**config.mk**
```make
export PLATFORM = sky130hd
export DESIGN_NAME = fetch_ctrl
export DESIGN_NICKNAME = d
export VERILOG_FILES = /design/src/rtl/fetch_ctrl.sv
export SDC_FILE = /design/constraint.sdc
export NUM_CORES = 1
export LEC_CHECK = 0
export ABC_AREA = 0
export BUFFER_PORTS_ARGS = -buffer_cell sky130_fd_sc_hd__buf_4
export CORE_MARGIN = 2
export CORE_UTILIZATION = 46
export DETAILED_ROUTE_END_ITERATION = 12
export PLACE_DENSITY = 0.76
export SYNTH_ARGS = -nofsm -noshare
export SYNTH_HDL_FRONTEND = slang
export SYNTH_SLANG_ARGS = --single-unit
```
**constraint.sdc**
```tcl
create_clock -name clk -period 1.7 [get_ports clk]
set_input_delay 0.085 -clock clk [delete_from_list [all_inputs] [get_ports clk]]
set_output_delay 0.085 -clock clk [all_outputs]
set_load 0.02 [all_outputs]
```
**src/rtl/fetch_ctrl.sv**
```systemverilog
// Fetch sequencer for the 256x8 instruction ROM: owns the PC, steps over 1/2-byte
// instructions, redirects on branch/rti and enters the ISR through the ROM vector.
module fetch_ctrl #(
  parameter logic [3:0] TWO_BYTE_MIN = 4'hC
) (
  input  logic       clk,
  input  logic       rst,
  input  logic [7:0] vec,
  input  logic [7:0] instr,
  input  logic [7:0] next_byte,
  input  logic       interrupt,
  input  logic       stall,
  input  logic       br_taken,
  input  logic [7:0] br_target,
  input  logic       rti,
  output logic [7:0] pc,
  output logic [7:0] if_instr,
  output logic [7:0] if_imm,
  output logic       if_valid,
  output logic       int_ack,
  output logic [7:0] ret_pc
);

  typedef enum logic [1:0] {
    BOOT = 2'd0,
    RUN  = 2'd1,
    INTV = 2'd2
  } state_t;

  state_t     state, state_nx;
  logic [7:0] boot_pc;
  logic [7:0] pc_nx, instr_nx, imm_nx, ret_nx;
  logic       valid_nx, ack_nx;
  logic       ie, ie_nx;
  logic       pending, pending_nx;
  logic       int_q;
  logic       int_edge;

  assign int_edge = interrupt & ~int_q;

  // State register; boot_pc samples the vector (mem[0]) on every reset cycle.
  always_ff @(posedge clk) begin
    if (!rst) begin
      state    <= BOOT;
      pc       <= 8'h00;
      if_instr <= 8'h00;
      if_imm   <= 8'h00;
      if_valid <= 1'b0;
      int_ack  <= 1'b0;
      ret_pc   <= 8'h00;
      ie       <= 1'b1;
      pending  <= 1'b0;
      int_q    <= 1'b0;
      boot_pc  <= vec;
    end else begin
      state    <= state_nx;
      pc       <= pc_nx;
      if_instr <= instr_nx;
      if_imm   <= imm_nx;
      if_valid <= valid_nx;
      int_ack  <= ack_nx;
      ret_pc   <= ret_nx;
      ie       <= ie_nx;
      pending  <= pending_nx;
      int_q    <= interrupt;
    end
  end

  // An edge arriving in the same cycle the pending flag is consumed is kept.
  always_comb begin
    state_nx   = state;
    pc_nx      = pc;
    instr_nx   = if_instr;
    imm_nx     = if_imm;
    valid_nx   = if_valid;
    ack_nx     = 1'b0;
    ret_nx     = ret_pc;
    ie_nx      = ie;
    pending_nx = pending | int_edge;

    case (state)
      BOOT: begin
        pc_nx    = boot_pc;
        valid_nx = 1'b0;
        state_nx = RUN;
      end
      INTV: begin
        pc_nx    = vec;
        valid_nx = 1'b0;
        state_nx = RUN;
      end
      RUN: begin
        if (stall) begin
          pc_nx = pc;
        end else if (rti) begin
          pc_nx    = ret_pc;
          ie_nx    = 1'b1;
          valid_nx = 1'b0;
        end else if (br_taken) begin
          pc_nx    = br_target;
          valid_nx = 1'b0;
        end else if (pending && ie) begin
          ret_nx     = pc;
          ie_nx      = 1'b0;
          pending_nx = int_edge;
          ack_nx     = 1'b1;
          valid_nx   = 1'b0;
          state_nx   = INTV;
        end else begin
          instr_nx = instr;
          imm_nx   = next_byte;
          valid_nx = 1'b1;
          pc_nx    = pc + ((instr[7:4] >= TWO_BYTE_MIN) ? 8'd2 : 8'd1);
        end
      end
      default: begin
        state_nx = BOOT;
      end
    endcase
  end

endmodule
```
==> After elaboration in Yosys (flattened, before gate mapping) <==
Index checks and enable logic that the tools add are counted.
{ "op_classes": {"order_cmp": 1, "n_reduce_logical": 13, "shifts": 0, "multipliers": 0, "n_div": 0, "eq_ne": 8, "n_addsub": 1, "bitwise_logic": 9, "n_mux": 25} }
{ "op_table": {"columns": ["op", "count"], "rows": [
  ["two-way mux 8 bit", 4],
  ["case mux 8 bit (3 select lines)", 1],
  ["two-way mux 1 bit", 13],
  ["two-way mux 2 bit", 5],
  ["AND reduction 5 bit", 2],
  ["adder 8 x 2 -> 8 bit", 1],
  ["inequality test 2 bit, second input constant", 4],
  ["AND reduction 4 bit", 2],
  ["inverter 1 bit", 7],
  ["OR reduction 5 bit", 1],
  [">= comparator 4 bit, second input constant", 1],
  ["inequality test 4 bit, second input constant", 1],
  ["case mux 2 bit (2 select lines)", 1],
  ["nonzero test 2 bit", 2],
  ["AND reduction 3 bit", 1],
  ["nonzero test 3 bit", 1],
  ["equality test 2 x 1 -> 1 bit, second input constant", 1],
  ["equality test 2 bit, second input constant", 1],
  ["logical NOT 2 bit", 1],
  ["inequality test 2 x 1 -> 1 bit, second input constant", 1],
  ["case mux 1 bit (2 select lines)", 1],
  ["AND reduction 2 bit", 1],
  ["OR reduction 2 bit", 1],
  ["bitwise AND 1 bit", 1],
  ["other kinds (2)", 2]
]} }
{ "totals": {"output_inout_bits": 34, "reg_bits": 47, "latch_bits": 0, "elab_cells": 68, "mem_bits_rw": 0, "mem_bits_ro": 0, "mem_count": 0} }

==> Logic depth before layout (Yosys ltp) <==
Gate-level depths: netlist of the first run.
{ "logic_depth": {"ltp_word": 8, "mapped_depth": 8} }

==> Least setup slack after synthesis of the first run <==
Ideal clock, no wire load.
{ "synth_path": {"path_type": "reg-to-reg", "startpoint": "register pc[0]", "endpoint": "register pc[4]", "slack_ns": -0.159, "t_arrival_ns": 1.743, "path_buffers": 0, "required_time_ns": 1.584, "path_stages_with_launch": 8, "path_cell_list": "dfxtp_1 ha_1 inv_1 fa_1 nand3b_1 xnor2_1 a21oi_1 o211a_1"} }
{ "synth_between": {"elab_chain_cells": 6} }
{ "synth_lines": {"columns": ["item", "line", "rtl"], "rows": [
  ["start: declaration", "16", "output logic [7:0] pc,"],
  ["start signal: assignment", "57", "pc <= pc_nx;"],
  ["adder 8 x 2 -> 8 bit", "113", "pc_nx = pc + ((instr[7:4] >= TWO_BYTE_MIN) ? 8'd2 : 8'd1);"],
  ["two-way mux 8 bit", "102", "end else if (pending && ie) begin"],
  ["two-way mux 8 bit", "99", "end else if (br_taken) begin"],
  ["two-way mux 8 bit", "95", "end else if (rti) begin"],
  ["two-way mux 8 bit", "93", "if (stall) begin"],
  ["case mux 8 bit (3 select lines)", "81", "case (state)"]
]} }
Every way passes these cells. The select of a mux whose other input is x is not followed.
A chain may end at the register's enable or synchronous reset.

==> Worst setup path in the final report of the first run <==
{ "layout_path": {"startpoint": "register pc[0]", "endpoint": "register pc[1]"} }
The elaborated chain is that of the path after synthesis.

==> impl_results.md, run 1 <==
- Status: completed
- Max cap viols: 0
- Num CTS Buffers: 5
- CTS tree: done
- Finished Layout Cells: 416
- Synth top area cells: dfxtp_1 (34%), edfxtp_1 (11%), nand2_1 (9.2%)
- Fill count: 406
- I/O pin cnt: 72
- Sum Neg Setup Slack: 0 ns
- WP data required: 1.91 ns
- CP endpoint kind: register
- Placed insts: 399
- Post-place setup slack: -0.000449 ns
- Final nets: 395
- Yosys top cell area share: 34.1%
- Largest net degree at the start of global routing: 20
- WL final: 6050 um
- Core area: 4750 um^2
- Root buf cell: clkbuf_8
- Worst Path Max Fanout: 2
- FF+latch count, synth: 47
- Met3 usage: 5.83%
- Area Overhead vs Synth: 42.0%
- Via count: 2203
- H-tree Lvls: 2
- Number of port buffers: 71
- Mapped Avg Cell Area: 8.83 um^2
- Die height: 74.5 um
- Clk_lat worst skew: 0.30 ns
- Synth warn: 0
- DRC Markers: 0
- Grt ovf: 0
- Worst EP arrival: 1.89 ns
- Slew headroom: 77.7%
- Bufs on Longest Clock Path: 2
- Post-synthesis cell area: 2290 um^2
- Final antenna diode count: 0
- Max VDD drop: 0.000466 V
- GRT met2 Usage: 37.9%
- Most numerous cell in the Yosys netlist: nand2_1
- RSZ-0062 raised after global routing: yes
- Final period util: 98.3%
- Final Skew: 0.00407 ns
- Share of layout cells above drive strength 1: 33.5%
- Vias in the first global route: 2091
- Primary FF master, synth: dfxtp_1
- Global placement routability congestion: 0.872
- Worst hold path class: in -> reg
- Seq. cell area: 1030 um^2
- Commonest cells post-synth: nand2_1 (56), dfxtp_1 (39), a21oi_1 (27)
- Final hold violation count: 0
- Gate Count Post-Synth: 259
- Distinct cells, synth: 50
- GR peak layer: met2
- Post-DP Area: 2980 um^2
- Final ANT Viol Nets: 0
- Area of the die: 5550 um^2
- Antenna violations before repair: 0
- Final Slew Violations: 0
- Routed length per instance: 14.5 um
- PD cells: 812 nW/um^2
- Initial Util: 48.1%
- Fmax: 598 MHz
- Reg clk slew, reported paths: 0.08 ns
- Area of the multi-input gates: 1220 um^2
- First-pass GRT wire length: 9400 um
- EDFF count, synth: 8
- Setup violations, final: 0
- Synth area leader: dfxtp_1
- GRT Overall Usage: 22.1%
- Violation count after the first detailed-route iteration: 93
- Vias per inst: 5.30
- Fin crit period: 1.67 ns
- Critical path class: reg -> reg
- Drt first pass iters: 4
- Post-DP HPWL: 4300 um
- Final instance area: 3250 um^2
- Pleak: 1.36 nW
- Critical path startpoint category: register
- Met1 global-route usage: 27.0%
- Async S/R FF share, synth: 0%
- Worst Hold Slack: 0.0170 ns
- Seq/Total Area, Yosys: 44.6%
- Die span in x: 74.5 um
- Tightest Pin Transition: 0.330 ns
- Num rows: 25
- Clock sinks: 47
- Post-synth net total: 305
- Fin worst setup slack: 0.0282 ns
-- where the power goes --
| part | total (mW) | internal [mW] | switching, mW |
|---|---|---|---|
| logic | 0.645 | 0.318 | 0.327 |
| clock network | 0.732 | 0.372 | 0.360 |
| registers | 1.26 | 1.20 | 0.0627 |
-- area by class of cell --
| class | count | share of cell area [%] |
|---|---|---|
| flip-flops and latches | 47 | 31.6 |
| inverters | 8 | 0.924 |
| well taps | 67 | 2.58 |
| multi-input cells | 188 | 37.5 |
| repair buffers | 99 | 24.3 |
| clock buffers | 7 | 3.00 |
-- per-stage QoR --
| stage | utilization (%) | total power [mW] |
|---|---|---|
| after floorplan | - | 1.60 |
| after global placement | 62.8 | 1.84 |
| after detailed placement | 62.8 | 1.86 |
| after CTS | 67.5 | 2.63 |
| after global routing | 68.3 | 2.76 |
| final | 68.3 | 2.64 |
-- state kept, by name, summed over array words and instances (netlist names) --
signal,flops
if_valid,1
state,2
ret_pc,8
pending,1
if_instr,8
boot_pc,8
if_imm,8
pc,8
int_ack,1
ie,1
int_q,1
-- placed cells by master (no fill, tap or decap), types with 3 or more instances in the layout --
cell type / n
a21oi_1: 26
a31oi_1: 3
and2_1: 4
buf_4: 88
clkbuf_8: 5
dfxtp_1: 36
dlygate4sd3_1: 9
edfxtp_1: 8
ha_1: 4
ha_4: 3
inv_1: 5
inv_2: 3
mux2i_1: 12
nand2_1: 55
nand4_1: 3
nor2_1: 17
nor2b_1: 4
o211ai_1: 3
o21ai_0: 8
o221ai_1: 4
-- metal layers --
layer / part of all wire [%] / vias to the layer above
li1: - / 1084
met1: 42 / 1025
met2: 49 / 84
met3: 7.5 / 10
met4: 1.8 / 0
met5: 0 / -
-- critical path: stages, from the launching register on --
cell	delay (ns)
dfxtp_4	0.36
ha_4	0.16
inv_2	0.05
fa_2	0.41
nor2b_1	0.15
o31ai_1	0.25
a21oi_1	0.11
o32ai_2	0.09
-- logic make-up after synthesis --
family | synth area share, %
simple gates | 20.6
compound gates | 18.9
flops | 44.6
buf+inv | 5.14
mux | 5.25
fa+ha+maj | 4.70
xor+xnor | 0.766
-- path summary, 6_finish.rpt --
check                                       startpoint                      to  slack (ns)  cells past startpoint
worst min register to register  if_imm[4]$_SDFFE_PN0P_  if_imm[4]$_SDFFE_PN0P_        0.46                      2
worst min-delay path                      next_byte[0]  if_imm[0]$_SDFFE_PN0P_        0.02                      3
worst max register to register      pc[0]$_SDFFE_PN0P_      pc[1]$_SDFFE_PN0P_        0.03                      7
worst max-delay path                pc[0]$_SDFFE_PN0P_      pc[1]$_SDFFE_PN0P_        0.03                      7
-- timing repair --
action                                  in CTS  in global routing
gates cloned                                 0                  0
pin swaps                                    3                  7
buffers inserted                             1                  0
resized for setup                            5                 11
endpoints found under the setup margin      21                 30
hold buffers                                 9                  0
endpoints found under the hold margin        9                  0
Note: power is estimated with default switching activity, not from simulation.
==> run 2, diff against run 1 <==
CORE_UTILIZATION = 51   (was 46)
PLACE_DENSITY = 0.8   (was 0.76)
clock period = 1.9 ns   (was 1.7 ns; I/O delays follow)
==> run 2 against run 1 <==
Effect of this change: routed wire length down 8.9%; combinational power down 23%; critical path depth unchanged; core utilization up 2.7 points; cell count down 5.3%; clock power down 21%; sequential power down 10%; highest routed layer unchanged.
==> impl_results.md, run 2 (same netlist as run 1, synthesis figures left out) <==
- Worst Path Max Fanout: 4
- Clock sinks: 47
- Vias in the first global route: 2109
- Global placement routability congestion: 0.813
- Drt first pass iters: 4
- Largest net degree at the start of global routing: 29
- WL final: 5510 um
- WP buf/inv: 1
- RSZ-0062 raised after global routing: no
- Final antenna diode count: 0
- Die span in x: 71.0 um
- Core area: 4320 um^2
- Reg clk slew, reported paths: 0.08 ns
- Initial Util: 52.9%
- Hold-critical path depth: 2
- Violation count after the first detailed-route iteration: 51
- Slew headroom: 66.6%
- GRT Overall Usage: 23.1%
- Status: completed
- Reg2reg setup slack: 0.09 ns
- Num CTS Buffers: 5
- First-pass GRT wire length: 9340 um
- Final hold violation count: 0
- Max VDD drop: 0.000557 V
- Num rows: 24
- GRT met2 Usage: 40.7%
- Bufs on Longest Clock Path: 2
- Critical path startpoint category: register
- Root buf cell: clkbuf_8
- CP max stage cell: fa_2
- Max cap viols: 0
- Area of the die: 5040 um^2
- Fmax: 553 MHz
- Grt ovf: 0
- Met3 usage: 6.13%
- HP Start: interrupt
- Setup violations, final: 0
- Seq. cell area: 1020 um^2
- Worst hold path class: in -> reg
- GR peak layer: met2
- Final Slew Violations: 0
- Pleak: 1.30 nW
- Number of port buffers: 71
- Commonest non-fill, non-tap cell in the layout: buf_4
- Post-DP Area: 2900 um^2
- Met1 global-route usage: 27.4%
- Tightest Pin Transition: 0.500 ns
- Vias per inst: 5.40
- Worst EP arrival: 2.02 ns
- Final nets: 387
- Fill count: 348
- I/O pin cnt: 72
- Critical path class: reg -> reg
- Final period util: 95.1%
- Reg-to-Reg End: pc[1]$_SDFFE_PN0P_
- Post-DP HPWL: 4020 um
- Reg2Reg Depth: 7
- Share of layout cells above drive strength 1: 30.4%
- WP data required: 2.11 ns
- Final Skew: 0.00521 ns
- Routed length per instance: 14.0 um
- CTS tree: done
- Family with the most delay on the worst path: adder cells
- Area of the multi-input gates: 1150 um^2
- Die height: 71.0 um
- Area Overhead vs Synth: 34.4%
- Final instance area: 3070 um^2
- H-tree Lvls: 2
- Crit Reg-Reg Startpoint: pc[0]$_SDFFE_PN0P_
- Final ANT Viol Nets: 0
- Fin crit period: 1.81 ns
- Hold EP: int_q$_SDFF_PN0_
- Antenna violations before repair: 0
- Via count: 2127
- PD cells: 718 nW/um^2
- Clk_lat worst skew: 0.30 ns
- DRC Markers: 0
- CP endpoint kind: register
- Sum Neg Setup Slack: 0 ns
- Worst-path cell chain: ha_1 -> inv_1 -> fa_2 -> nor2b_1 -> o31ai_1 -> a21oi_1 -> o32ai_1
- Most frequent cells in the layout: buf_4 (82), nand2_1 (55), dfxtp_1 (36)
- Largest stage delay on the critical path: 0.42 ns
run 2: what timing repair did:
| action | in CTS | in global routing |
|---|---|---|
| hold endpoints to repair | 8 | 0 |
| hold buffers | 8 | 0 |
| endpoints found under the setup margin | 0 | 21 |
| resized for setup | 0 | 5 |
| setup buffers | 0 | 0 |
run 2: how the worst max path moves through the flow:
stage | from | endpoint | slack, ns | depth (start not counted)
floorplan | pc[0]$_SDFFE_PN0P_ | pc[4]$_SDFFE_PN0P_ | 0.04 | 7
global placement | instr[6] | pc[4]$_SDFFE_PN0P_ | 0.12 | 9
detailed placement | instr[6] | pc[4]$_SDFFE_PN0P_ | 0.03 | 9
CTS | pc[0]$_SDFFE_PN0P_ | pc[4]$_SDFFE_PN0P_ | 0.03 | 7
global route | pc[0]$_SDFFE_PN0P_ | pc[1]$_SDFFE_PN0P_ | 0.004 | 7
finish | pc[0]$_SDFFE_PN0P_ | pc[1]$_SDFFE_PN0P_ | 0.09 | 7
run 2: layer usage:
metal | share of wire, % | wire [um] | vias up
met5 | 0 | 0 | -
li1 | - | - | 1068
met2 | 48 | 2650 | 73
met4 | 1.3 | 72 | 0
met1 | 44 | 2410 | 978
met3 | 6.9 | 381 | 8
run 2: stage by stage:
| stage | utilization, % | total power [mW] | worst slack, ns | hold WS (ns) | std cells |
|---|---|---|---|---|---|
| final | 71.1 | 2.21 | 0.0932 | 0.0107 | 394 |
| after global routing | 71.1 | 2.32 | 0.00429 | 0.0153 | 394 |
| after CTS | 70.9 | 2.22 | 0.0283 | 0.00238 | 394 |
| after detailed placement | 67.1 | 1.63 | 0.0296 | 0.286 | 378 |
| after global placement | 67.1 | 1.62 | 0.115 | 0.285 | 378 |
| after floorplan | - | 1.42 | 0.0406 | 0.194 | 259 |
run 2: final cells by class:
| class | instances | share of cell area (%) |
|---|---|---|
| Tap cell | 52 | 2.12 |
| Sequential cell | 47 | 33.3 |
| Multi-Input combinational cell | 188 | 37.5 |
| Clock inverter | 3 | 0.489 |
| Inverter | 8 | 0.977 |
| Clock buffer | 5 | 2.24 |
| Timing Repair Buffer | 91 | 23.3 |
run 2: power breakdown:
group	switching (mW)	total [mW]	internal, mW	leakage, nW
combinational	0.258	0.499	0.241	0.856
sequential	0.0616	1.13	1.07	0.397
clock	0.323	0.575	0.252	0.0477
==> run 3, diff against run 2 <==
CORE_MARGIN = 1   (was 2)
RECOVER_POWER = 50   (was unset)
SETUP_SLACK_MARGIN = 0.1   (was unset)
==> run 3 against run 2 <==
Effect of this change: die area is 5.6% lower; cell area is 1.4% lower; critical path depth unchanged; fmax up 3.2%; sequential power barely moved; power is 5.5% higher; first-iteration DRC count increased by 84%; worst setup slack better by 0.056 ns.
==> impl_results.md, run 3 (same netlist as run 1, synthesis figures left out) <==
- Reg2Reg Depth: 7
- Share of layout cells above drive strength 1: 23.9%
- Reg-to-Reg End: pc[4]$_SDFFE_PN0P_
- Area of the die: 4760 um^2
- Final Slew Violations: 0
- Die span in x: 69.0 um
- Pleak: 1.20 nW
- Sequential share of power: 48.5%
- Vias per inst: 5.65
- RSZ-0062 raised after global routing: yes
- Via count: 2219
- Number of port buffers: 71
- Post-DP HPWL: 4070 um
- WP data required: 2.10 ns
- Commonest non-fill, non-tap cell in the layout: nand2_1
- Most frequent cells in the layout: nand2_1 (55), buf_4 (46), dfxtp_1 (36)
- Fin crit period: 1.75 ns
- Num CTS Buffers: 5
- Drt first pass iters: 4
- Sum Neg Setup Slack: 0 ns
- GRT Overall Usage: 25.7%
- Slew headroom: 54.4%
- Fill count: 349
- Seq. cell area: 1030 um^2
- Reg2reg setup slack: 0.15 ns
- CP endpoint kind: register
- Status: completed
- Clk pwr share: 28.4%
- Reg clk slew, reported paths: 0.08 ns
- Critical path class: reg -> reg
- Largest net degree at the start of global routing: 28
- Final instance area: 3030 um^2
- Routed length per instance: 15.2 um
- I/O pin cnt: 72
- Switching part of the total: 28.9%
- Grt ovf: 0
- H-tree Lvls: 2
- Hold EP: int_q$_SDFF_PN0_
- Clk_lat worst skew: 0.30 ns
- Final ANT Viol Nets: 0
- Vias in the first global route: 1921
- Tightest Pin Transition: 0.684 ns
- Area of the multi-input gates: 1200 um^2
- WL final: 5970 um
- Bufs on Longest Clock Path: 2
- Final hold violation count: 0
- Critical path startpoint category: register
- Crit Reg-Reg Startpoint: pc[0]$_SDFFE_PN0P_
- Final nets: 388
- Antenna violations before repair: 0
- Hold-critical path depth: 2
- Post-DP Area: 2900 um^2
- Net switching power: 0.672 mW
- Pwr Total: 2.33 mW
- Final Skew: 0.00639 ns
- Num rows: 23
- Final period util: 92.2%
- Final antenna diode count: 0
- Max VDD drop: 0.000421 V
- Max cap viols: 0
- Comb power frac: 23.1%
- Fmax: 571 MHz
- Area Overhead vs Synth: 32.5%
- PD cells: 768 nW/um^2
- DRC Markers: 0
- Setup violations, final: 0
- Worst EP arrival: 1.95 ns
- Root buf cell: clkbuf_8
- Clock sinks: 47
- HP Start: interrupt
- Initial Util: 55.2%
- P_int: 1.65 mW
- Die height: 69.0 um
- Worst Hold Slack: 0.00264 ns
- Global placement routability congestion: 0.857
- Violation count after the first detailed-route iteration: 94
- Worst Path Max Fanout: 4
- First-pass GRT wire length: 8830 um
- Worst hold path class: in -> reg
- CTS tree: done
- Core area: 4140 um^2
-- run 3: cell count changes in the layout (fill, tap and decap cells not counted), moves of 2 or more --
cell	previous run	this run
clkbuf_8	5	7
clkbuf_4	0	6
clkbuf_1	0	31
buf_4	82	46
nor2b_1	5	3
clkinv_2	3	0
-- run 3: layout make-up --
class	count	area share [%]
multi-input cells	188	39.7
flip-flops and latches	47	33.9
repair buffers	92	20.1
clock buffers	8	3.30
well taps	50	2.06
inverters	8	0.991
-- run 3: through the flow --
stage	util, %	setup slack [ns]	std cells
3_3_place_gp	69.9	0.118	374
5_1_grt	73.1	0.0523	393
6_report	73.1	0.149	393
3_5_place_dp	69.9	-0.00840	374
4_1_cts	74.5	0.111	390
2_1_floorplan	-	0.102	259
-- run 3: worst max path at each step --
stage                                     start                endpoint  slack, ns  depth (start not counted)
after CTS                 state[1]$_SDFFE_PN0P_  ret_pc[3]$_SDFFE_PN0P_       0.11                          7
after global placement                 instr[6]      pc[4]$_SDFFE_PN0P_       0.12                          9
after floorplan           state[0]$_SDFFE_PN0P_      pc[5]$_SDFFE_PN0P_       0.10                          6
after detailed placement  state[1]$_SDFFE_PN0P_  if_imm[5]$_SDFFE_PN0P_     -0.008                          6
after global routing         pc[0]$_SDFFE_PN0P_      pc[1]$_SDFFE_PN0P_       0.05                          7
final                        pc[0]$_SDFFE_PN0P_      pc[4]$_SDFFE_PN0P_       0.15                          7
-- run 3: layer usage --
layer / vias to the layer above / GRT usage [%] / wire length (um)
met5: - / 0 / 0
met4: 0 / 11.5 / 108
met3: 13 / 7.24 / 440
met2: 98 / 44.3 / 2990
met1: 1039 / 29.3 / 2430
li1: 1069 / - / -
-- run 3: power by group through the flow --
stage	clock network, mW	registers (mW)	logic [mW]
finish	0.662	1.13	0.537
global route	0.708	1.13	0.581
CTS	0.670	1.13	0.515
detailed placement	0	1.15	0.492
global placement	0	1.15	0.484
floorplan	0	1.17	0.250
-- run 3: critical path, stage by stage (launching register included) --
cell,delay [ns]
dfxtp_4,0.37
ha_4,0.15
inv_2,0.04
fa_2,0.41
nand3b_1,0.20
xnor2_1,0.19
a21oi_1,0.08
o211a_1,0.21
-- run 3: timing repair --
| action | in CTS | in global routing |
|---|---|---|
| pin swaps | 0 | 7 |
| buffers inserted | 0 | 3 |
| endpoints found under the setup margin | 23 | 30 |
| hold buffers | 8 | 0 |
| endpoints found under the hold margin | 8 | 0 |
| resized for setup | 4 | 13 |
